[config.mk]
export PLATFORM = sky130hd
export DESIGN_NAME = memory_arbiter
export DESIGN_NICKNAME = d
export VERILOG_FILES = /design/src/rtl/memory_arbiter.sv
export SDC_FILE = /design/constraint.sdc
export NUM_CORES = 1
export LEC_CHECK = 0
export CAP_MARGIN = 30
export CORE_MARGIN = 2
export CORE_UTILIZATION = 40
export CTS_CLUSTER_SIZE = 8
export DETAILED_ROUTE_END_ITERATION = 10
export PLACE_DENSITY = 0.82
export SLEW_MARGIN = 20
export SYNTH_ARGS = -nofsm -noshare
export SYNTH_HDL_FRONTEND = slang
export SYNTH_SLANG_ARGS = --single-unit
export TNS_END_PERCENT = 50
[constraint.sdc]
create_clock -name clk -period 1.8 [get_ports clk]
set_input_delay 0.18 -clock clk [delete_from_list [all_inputs] [get_ports clk]]
set_output_delay 0.18 -clock clk [all_outputs]
set_load 0.01 [all_outputs]
[src/rtl/memory_arbiter.sv]
// rtl/memory_arbiter.sv - round-robin arbiter sharing one memory port between instruction fetch and data master
// One transaction in flight; aborts with err after TIMEOUT_CYCLES busy cycles without mem_ack.
module memory_arbiter #(
   parameter int unsigned TIMEOUT_CYCLES = 16
) (
   input  logic        clk,
   input  logic        rst,
   input  logic        instr_req,
   input  logic [31:0] instr_addr,
   output logic        instr_ack,
   output logic [31:0] instr_data,
   output logic        instr_err,
   input  logic        data_cyc,
   input  logic        data_stb,
   input  logic        data_wr_en,
   input  logic [31:0] data_addr,
   input  logic [31:0] data_wr_data,
   input  logic [3:0]  data_wr_sel,
   output logic        data_ack,
   output logic        data_err,
   output logic        data_stall,
   output logic [31:0] data_rd_data,
   output logic        mem_cyc,
   output logic        mem_stb,
   output logic        mem_wr_en,
   output logic [31:0] mem_addr,
   output logic [31:0] mem_wr_data,
   output logic [3:0]  mem_wr_sel,
   input  logic        mem_ack,
   input  logic        mem_stall,
   input  logic [31:0] mem_rd_data
);

   localparam logic [7:0] LP_TO_LAST = 8'(TIMEOUT_CYCLES - 1);

   typedef enum logic [1:0] {ST_IDLE, ST_INSTR_BUSY, ST_DATA_BUSY} state_t;

   state_t      r_state;
   logic        r_last_data;
   logic        r_withdrawn;
   logic [7:0]  r_count;
   logic        r_instr_ack, r_instr_err, r_data_ack, r_data_err;
   logic [31:0] r_instr_data, r_data_rd_data;
   logic        r_mem_cyc, r_mem_stb, r_mem_wr_en;
   logic [31:0] r_mem_addr, r_mem_wr_data;
   logic [3:0]  r_mem_wr_sel;

   logic w_idle, w_instr_pend, w_data_pend, w_grant_instr, w_grant_data;
   logic w_req_live, w_timeout, w_done, w_deliver;

   // A requester whose ack is on the wire this cycle is still holding its request; don't re-grant it.
   assign w_idle        = (r_state == ST_IDLE);
   assign w_instr_pend  = instr_req & ~r_instr_ack;
   assign w_data_pend   = data_cyc & data_stb & ~r_data_ack;
   assign w_grant_data  = w_idle & w_data_pend & (~w_instr_pend | ~r_last_data);
   assign w_grant_instr = w_idle & w_instr_pend & (~w_data_pend | r_last_data);

   assign w_req_live = (r_state == ST_INSTR_BUSY) ? instr_req : data_cyc;
   assign w_timeout  = ~w_idle & ~mem_ack & (r_count == LP_TO_LAST);
   assign w_done     = ~w_idle & (mem_ack | w_timeout);
   assign w_deliver  = w_done & w_req_live & ~r_withdrawn;

   assign data_stall   = rst | ~w_grant_data;
   assign instr_ack    = r_instr_ack;
   assign instr_err    = r_instr_err;
   assign instr_data   = r_instr_data;
   assign data_ack     = r_data_ack;
   assign data_err     = r_data_err;
   assign data_rd_data = r_data_rd_data;
   assign mem_cyc      = r_mem_cyc;
   assign mem_stb      = r_mem_stb;
   assign mem_wr_en    = r_mem_wr_en;
   assign mem_addr     = r_mem_addr;
   assign mem_wr_data  = r_mem_wr_data;
   assign mem_wr_sel   = r_mem_wr_sel;

   always_ff @(posedge clk) begin
      if (rst) begin
         r_state        <= ST_IDLE;
         r_last_data    <= 1'b0;
         r_withdrawn    <= 1'b0;
         r_count        <= '0;
         r_instr_ack    <= 1'b0;
         r_instr_err    <= 1'b0;
         r_data_ack     <= 1'b0;
         r_data_err     <= 1'b0;
         r_instr_data   <= '0;
         r_data_rd_data <= '0;
         r_mem_cyc      <= 1'b0;
         r_mem_stb      <= 1'b0;
         r_mem_wr_en    <= 1'b0;
         r_mem_addr     <= '0;
         r_mem_wr_data  <= '0;
         r_mem_wr_sel   <= '0;
      end else begin
         r_instr_ack <= 1'b0;
         r_instr_err <= 1'b0;
         r_data_ack  <= 1'b0;
         r_data_err  <= 1'b0;
         if (w_idle) begin
            r_count     <= '0;
            r_withdrawn <= 1'b0;
            if (w_grant_instr || w_grant_data) begin
               r_state       <= w_grant_data ? ST_DATA_BUSY : ST_INSTR_BUSY;
               r_last_data   <= w_grant_data;
               r_mem_cyc     <= 1'b1;
               r_mem_stb     <= 1'b1;
               r_mem_addr    <= w_grant_data ? data_addr : instr_addr;
               r_mem_wr_en   <= w_grant_data & data_wr_en;
               r_mem_wr_data <= w_grant_data ? data_wr_data : '0;
               r_mem_wr_sel  <= w_grant_data ? data_wr_sel : 4'hF;
            end
         end else begin
            r_count <= r_count + 8'd1;
            if (!w_req_live)
               r_withdrawn <= 1'b1;
            if (r_mem_stb && !mem_stall)
               r_mem_stb <= 1'b0;
            if (w_done) begin
               r_state   <= ST_IDLE;
               r_mem_cyc <= 1'b0;
               r_mem_stb <= 1'b0;
               if (w_deliver) begin
                  if (r_state == ST_INSTR_BUSY) begin
                     r_instr_ack  <= 1'b1;
                     r_instr_err  <= ~mem_ack;
                     r_instr_data <= mem_ack ? mem_rd_data : '0;
                  end else begin
                     r_data_ack     <= 1'b1;
                     r_data_err     <= ~mem_ack;
                     r_data_rd_data <= mem_ack ? mem_rd_data : '0;
                  end
               end
            end
         end
      end
   end

endmodule

After elaboration in Yosys (flattened, before gate mapping):

Cells that the tools add are included.

* flip-flop bits (word level): 151
* bits in latches: 0
* memory bits (writable): 0
* memory bits (read-only): 0
* bits of input ports: 140
* output and inout bits: 140
* word-level logic and storage cells: 81
* memories: 0

* $add $sub $neg: 1
* multipliers: 0
* divide/modulo/power cells: 0
* $lt $le $gt $ge: 0
* equality and inequality tests: 3
* shift operators: 0
* mux-type cells: 17
* bitwise logic cells: 29
* reduce and logical (&&, ||, !) cells: 15

Operators by type and width (number)
* $mux 32: 3
* $and 1x1->1: 13
* $not 1->1: 12
* $reduce_or 5->1: 2
* $mux 1: 9
* $add 8x1->8 const B: 1
* $eq 8x4->1 const B: 1
* $mux 2: 4
* $reduce_and 4->1: 2
* $reduce_and 2->1: 3
* $mux 4: 1
* $or 1x1->1: 4
* $reduce_or 4->1: 1
* $reduce_bool 3->1: 1
* $eq 2x1->1 const B: 1
* $logic_not 2->1: 1
* $ne 2x1->1 const B: 1
* $reduce_bool 2->1: 1
* $reduce_or 2->1: 1
* $logic_and 1x1->1: 1
* $logic_not 1->1: 1
* $logic_or 1x1->1: 1

Longest topological paths before layout:

Gate-level depths: netlist (run 1).

* depth in word-level cells: 10
* depth in mapped cells: 7

Least setup slack after synthesis (run 1):

OpenSTA, ideal clock, no wires.

* path kind: flip-flop to flip-flop
* start point: register r_count[0]
* end point: register r_data_rd_data[10] (netlist: data_rd_data[10])
* arrival time: 1.518 ns
* data required time: 1.739 ns
* setup slack: 0.221 ns
* cell stages (with the launch flop): 8
* clock period less this slack: 1.579 ns
* cells stage by stage: dfxtp_1 -> ha_1 -> and3_1 -> clkbuf_1 -> a21o_2 -> a21oi_4 -> buf_6 -> a32o_1

* cells in the longest elaborated chain, start to end: 7

Ends and longest elaborated chain
* from (decl): RTL line 41 `logic [7:0] r_count;`
* from (signal assigned): RTL line 114 `r_count <= r_count + 8'd1;`
* $eq 8x4->1 *: RTL line 59 `assign w_timeout = ~w_idle & ~mem_ack & (r_count == LP_TO_LAST);`
* $and 1x1->1 *: RTL line 59
* $or 1x1->1 *: RTL line 60 `assign w_done = ~w_idle & (mem_ack | w_timeout);`
* $and 1x1->1 *: RTL line 60
* $and 1x1->1 (2 in a row): RTL line 61 `assign w_deliver = w_done & w_req_live & ~r_withdrawn;`
* $reduce_and 4->1 (no line) *
* to (signal assigned): RTL line 131 `r_data_rd_data <= mem_ack ? mem_rd_data : '0;`
* to (decl): RTL line 43 `logic [31:0] r_instr_data, r_data_rd_data;`

Mark *: on every way between the ends. The rest lies on a longest branch, timed or not.
A chain may end at the register's enable or synchronous reset.

Worst setup path in the final report (run 1):

* start point: register r_count[0]
* end point: register r_instr_data[6] (netlist: instr_data[6])

* cells in the longest elaborated chain, start to end: 7

Ends and longest elaborated chain
* $eq 8x4->1 *: RTL line 59
* $and 1x1->1 *: RTL line 59
* $or 1x1->1 *: RTL line 60
* $and 1x1->1 *: RTL line 60
* $and 1x1->1 (2 in a row): RTL line 61
* $reduce_and 4->1 (no line) *
* to (signal assigned): RTL line 127 `r_instr_data <= mem_ack ? mem_rd_data : '0;`
* to (decl): RTL line 43

Marked as above.

==> results of run 1 <==
how the worst min path moves through the flow:
stage / startpoint / slack (ps) / to
after global routing: data_addr[15] / 350 / mem_addr[15]
after CTS: data_addr[12] / 320 / mem_addr[12]
after floorplan: mem_ack / 250 / data_err
final: data_addr[15] / 340 / mem_addr[15]
after global placement: data_rd_data[20] / 450 / data_rd_data[20]
after detailed placement: data_rd_data[27] / 450 / data_rd_data[27]
layout by cell type, fill, tap and decap left out, types with 3 or more instances in the layout:
cell | synthesis | routed
clkdlybuf4s50_1 | 0 | 277
dfxtp_1 | 151 | 150
nor2_1 | 81 | 81
nand2_1 | 69 | 69
a32o_1 | 64 | 64
a22oi_1 | 33 | 33
a311oi_1 | 21 | 21
clkbuf_16 | 0 | 19
buf_4 | 0 | 17
a311oi_2 | 10 | 10
buf_12 | 0 | 8
a21oi_1 | 6 | 5
o22ai_1 | 5 | 5
nor3_1 | 4 | 4
clkbuf_8 | 0 | 4
a21oi_4 | 2 | 3
nand3_1 | 3 | 3
xnor2_1 | 3 | 3
clkinvlp_4 | 0 | 3
cells by family after synthesis:
family	share of synthesized area [%]
AO/OA/AOI/OAI	24.8
XOR/XNOR	0.798
adder cells (fa/ha/maj)	0.228
buffers and inverters	5.49
flip-flops	55.0
AND/OR/NAND/NOR	13.6
power by group through the flow:
stage / combinational [uW] / clock [uW] / sequential [uW]
floorplan: 535 / 0 / 3750
global placement: 1380 / 0 / 3670
detailed placement: 1410 / 0 / 3680
CTS: 1430 / 3400 / 3610
global route: 1550 / 3560 / 3630
finish: 1450 / 3350 / 3610
state kept, by name, indices dropped and copies added, names as in the netlist:
register      count
mem_stb           1
r_last_data       1
mem_addr         32
mem_wr_data      32
mem_cyc           1
instr_err         1
instr_ack         1
data_ack          1
mem_wr_sel        4
instr_data       32
mem_wr_en         1
r_state           2
data_rd_data     32
data_err          1
r_count           8
r_withdrawn       1
through the flow:
step,power [uW],util [%]
5_1_grt,8740,68.6
2_1_floorplan,4280,-
3_3_place_gp,5050,63.7
4_1_cts,8440,68.0
3_5_place_dp,5090,63.7
6_report,8410,68.6
timing repair:
| action | 4_1_cts | 5_1_grt |
|---|---|---|
| setup buffers | 0 | 1 |
| setup endpoints to repair | 33 | 49 |
| pin swaps | 1 | 5 |
| endpoints found under the hold margin | 0 | 0 |
| gates cloned | 1 | 2 |
| gates resized for setup | 2 | 7 |
critical path, stage by stage, from the launching register on:
cell,delay [ps]
dfxtp_2,320
ha_2,180
and3_4,180
a21o_4,250
a21oi_4,470
a32o_1,200
area by class of cell:
class,instances,area (um^2),area share [%]
Inverter,2,7.51,0.0820
Clock inverter,7,71.3,0.779
Sequential cell,151,3020,33.0
Clock buffer,23,488,5.33
Tap cell,176,220,2.41
Timing Repair Buffer,306,3120,34.1
Multi-Input combinational cell,331,2220,24.3
per-layer routing:
metal,up-vias,routed length [um],track usage [%]
li1,2529,-,-
met1,2613,6920,26.5
met2,254,9460,43.8
met3,23,1580,7.94
met4,0,374,9.12
met5,-,0,0
synthesized netlist by cell type, types with 3 or more instances:
library cell	n
o22ai_1	5
dfxtp_1	151
a22oi_1	33
xnor2_1	3
nor2_1	81
nor3_1	4
a311oi_1	21
a311oi_2	10
buf_6	9
a21oi_1	6
nand2_1	69
nor2b_1	3
clkbuf_1	18
a32o_1	64
buf_2	25
nand3_1	3
==> out/results.tsv, run 1 <==
metric	value	unit
p_seq_share	42.9	%
yosys_warnings	0	
fillers	1030	
critical_path_required	2150	ps
rr_worst_depth	5	
drc	0	
cts_hold_buf	0	
die_h	121	um
via_per_inst	5.44	
num_vias	5419	
status	finished clean	
antenna_found_initial	0	
vdd.ir_drop.worst	0.651	mV
first_pass_iters	6	
min_path_cells	3	
max_freq	602	MHz
pre_cts_ws	-150	ps
finalCritPeriodShare	92.3	%
setup.worst_path.end_class	register	
fin_skew	10.3	ps
fin_ws	138	ps
grt_pass1_vias	5483	
synth-seq-cells	151	
overflow	0	
sw_frac_of_total	24.6	%
synth_edf_count	0	
dp.cells	963	
antenna_cells	0	
worst_hold_slack	338	ps
numCtsBuffers	17	
synth_seq_area_share	55.0	%
syn_area	0.00549	mm^2
setup_viol	0	
track_usage	24.3	%
core.rowCount	42	
crit_end	instr_data[6]	
wirelength	18.3	mm
rrSetupSlack	140	ps
drive_gt1_share	10.2	%
crit_fanout	16	
synth_largest_area_cell	dfxtp_1	
power_frac_comb	17.2	%
avgSynthCellArea	10.3	um^2
coreArea	0.0133	mm^2
clock_path_buffers	2	
h-tree-depth	4	
startpoint_type	register	
synth.area.top_cells	dfxtp_1 (55%), a32o_1 (12%), nor2_1 (5.5%)	
grt_pass1_wl	28.0	mm
hold_viol_final	0	
fin_nets	950	
postPlaceCellArea	0.00850	mm^2
dp_hpwl	12.6	mm
ios	280	
tns	0	ps
wl_per_cell	18.4	um
synth_cell_type_count	37	
gp_congestion	0.812	
synth_top_area_share	55.0	%
ant_nets	0	
rr_endpoint	instr_data[6]	
clock_latency	410	ps
rsz0062_at_grt	no	
worst_slew_pin_slew	587	ps
r2r_start	r_count[0]	
final_cell_area	0.00915	mm^2
power.switching	2070	uW
syn-num-nets	676	
grt_max_degree	65	
root_buffer	clkbuf_16	
leakage	0.00333	uW
cts_tree	built	
synthCells	535	
drt_iter0_drc	395	
async_flop_share	0	%
cts.sinks	151	
slew_viol_final	0	
maxCapViolCount	0	
stdcell_count	996	
finalCriticalPeriod	1660	ps
cts.clk_slew.worst_paths	60	ps
maxSlewHeadroom	60.9	%
dieWidth	121	um
cp.arrival	2020	ps
start_util	41.1	%
clkPwrFrac	39.9	%
startpoint	r_count[0]	
p_int	6340	uW
hold_class	input port to register	
power_density	919	mW/mm^2
fp.dieArea	0.0147	mm^2
io_buffers	279	
synthFlopType	dfxtp_1	
syn2layout_area_growth	66.7	%
worstSetupPathType	register to register	
No activity file was read; power rests on OpenSTA's default activity.
==> run 2, diff against run 1 <==
GPL_ROUTABILITY_DRIVEN = 0   (was unset)
==> results of run 2 <==
Same layout as run 1: the final DEF is identical, and so are final timing and power.
==> run 3, diff against run 2 <==
HOLD_SLACK_MARGIN = 0.1   (was unset)
==> results of run 3 <==
Same layout as run 1: the final DEF is identical, and so are final timing and power.
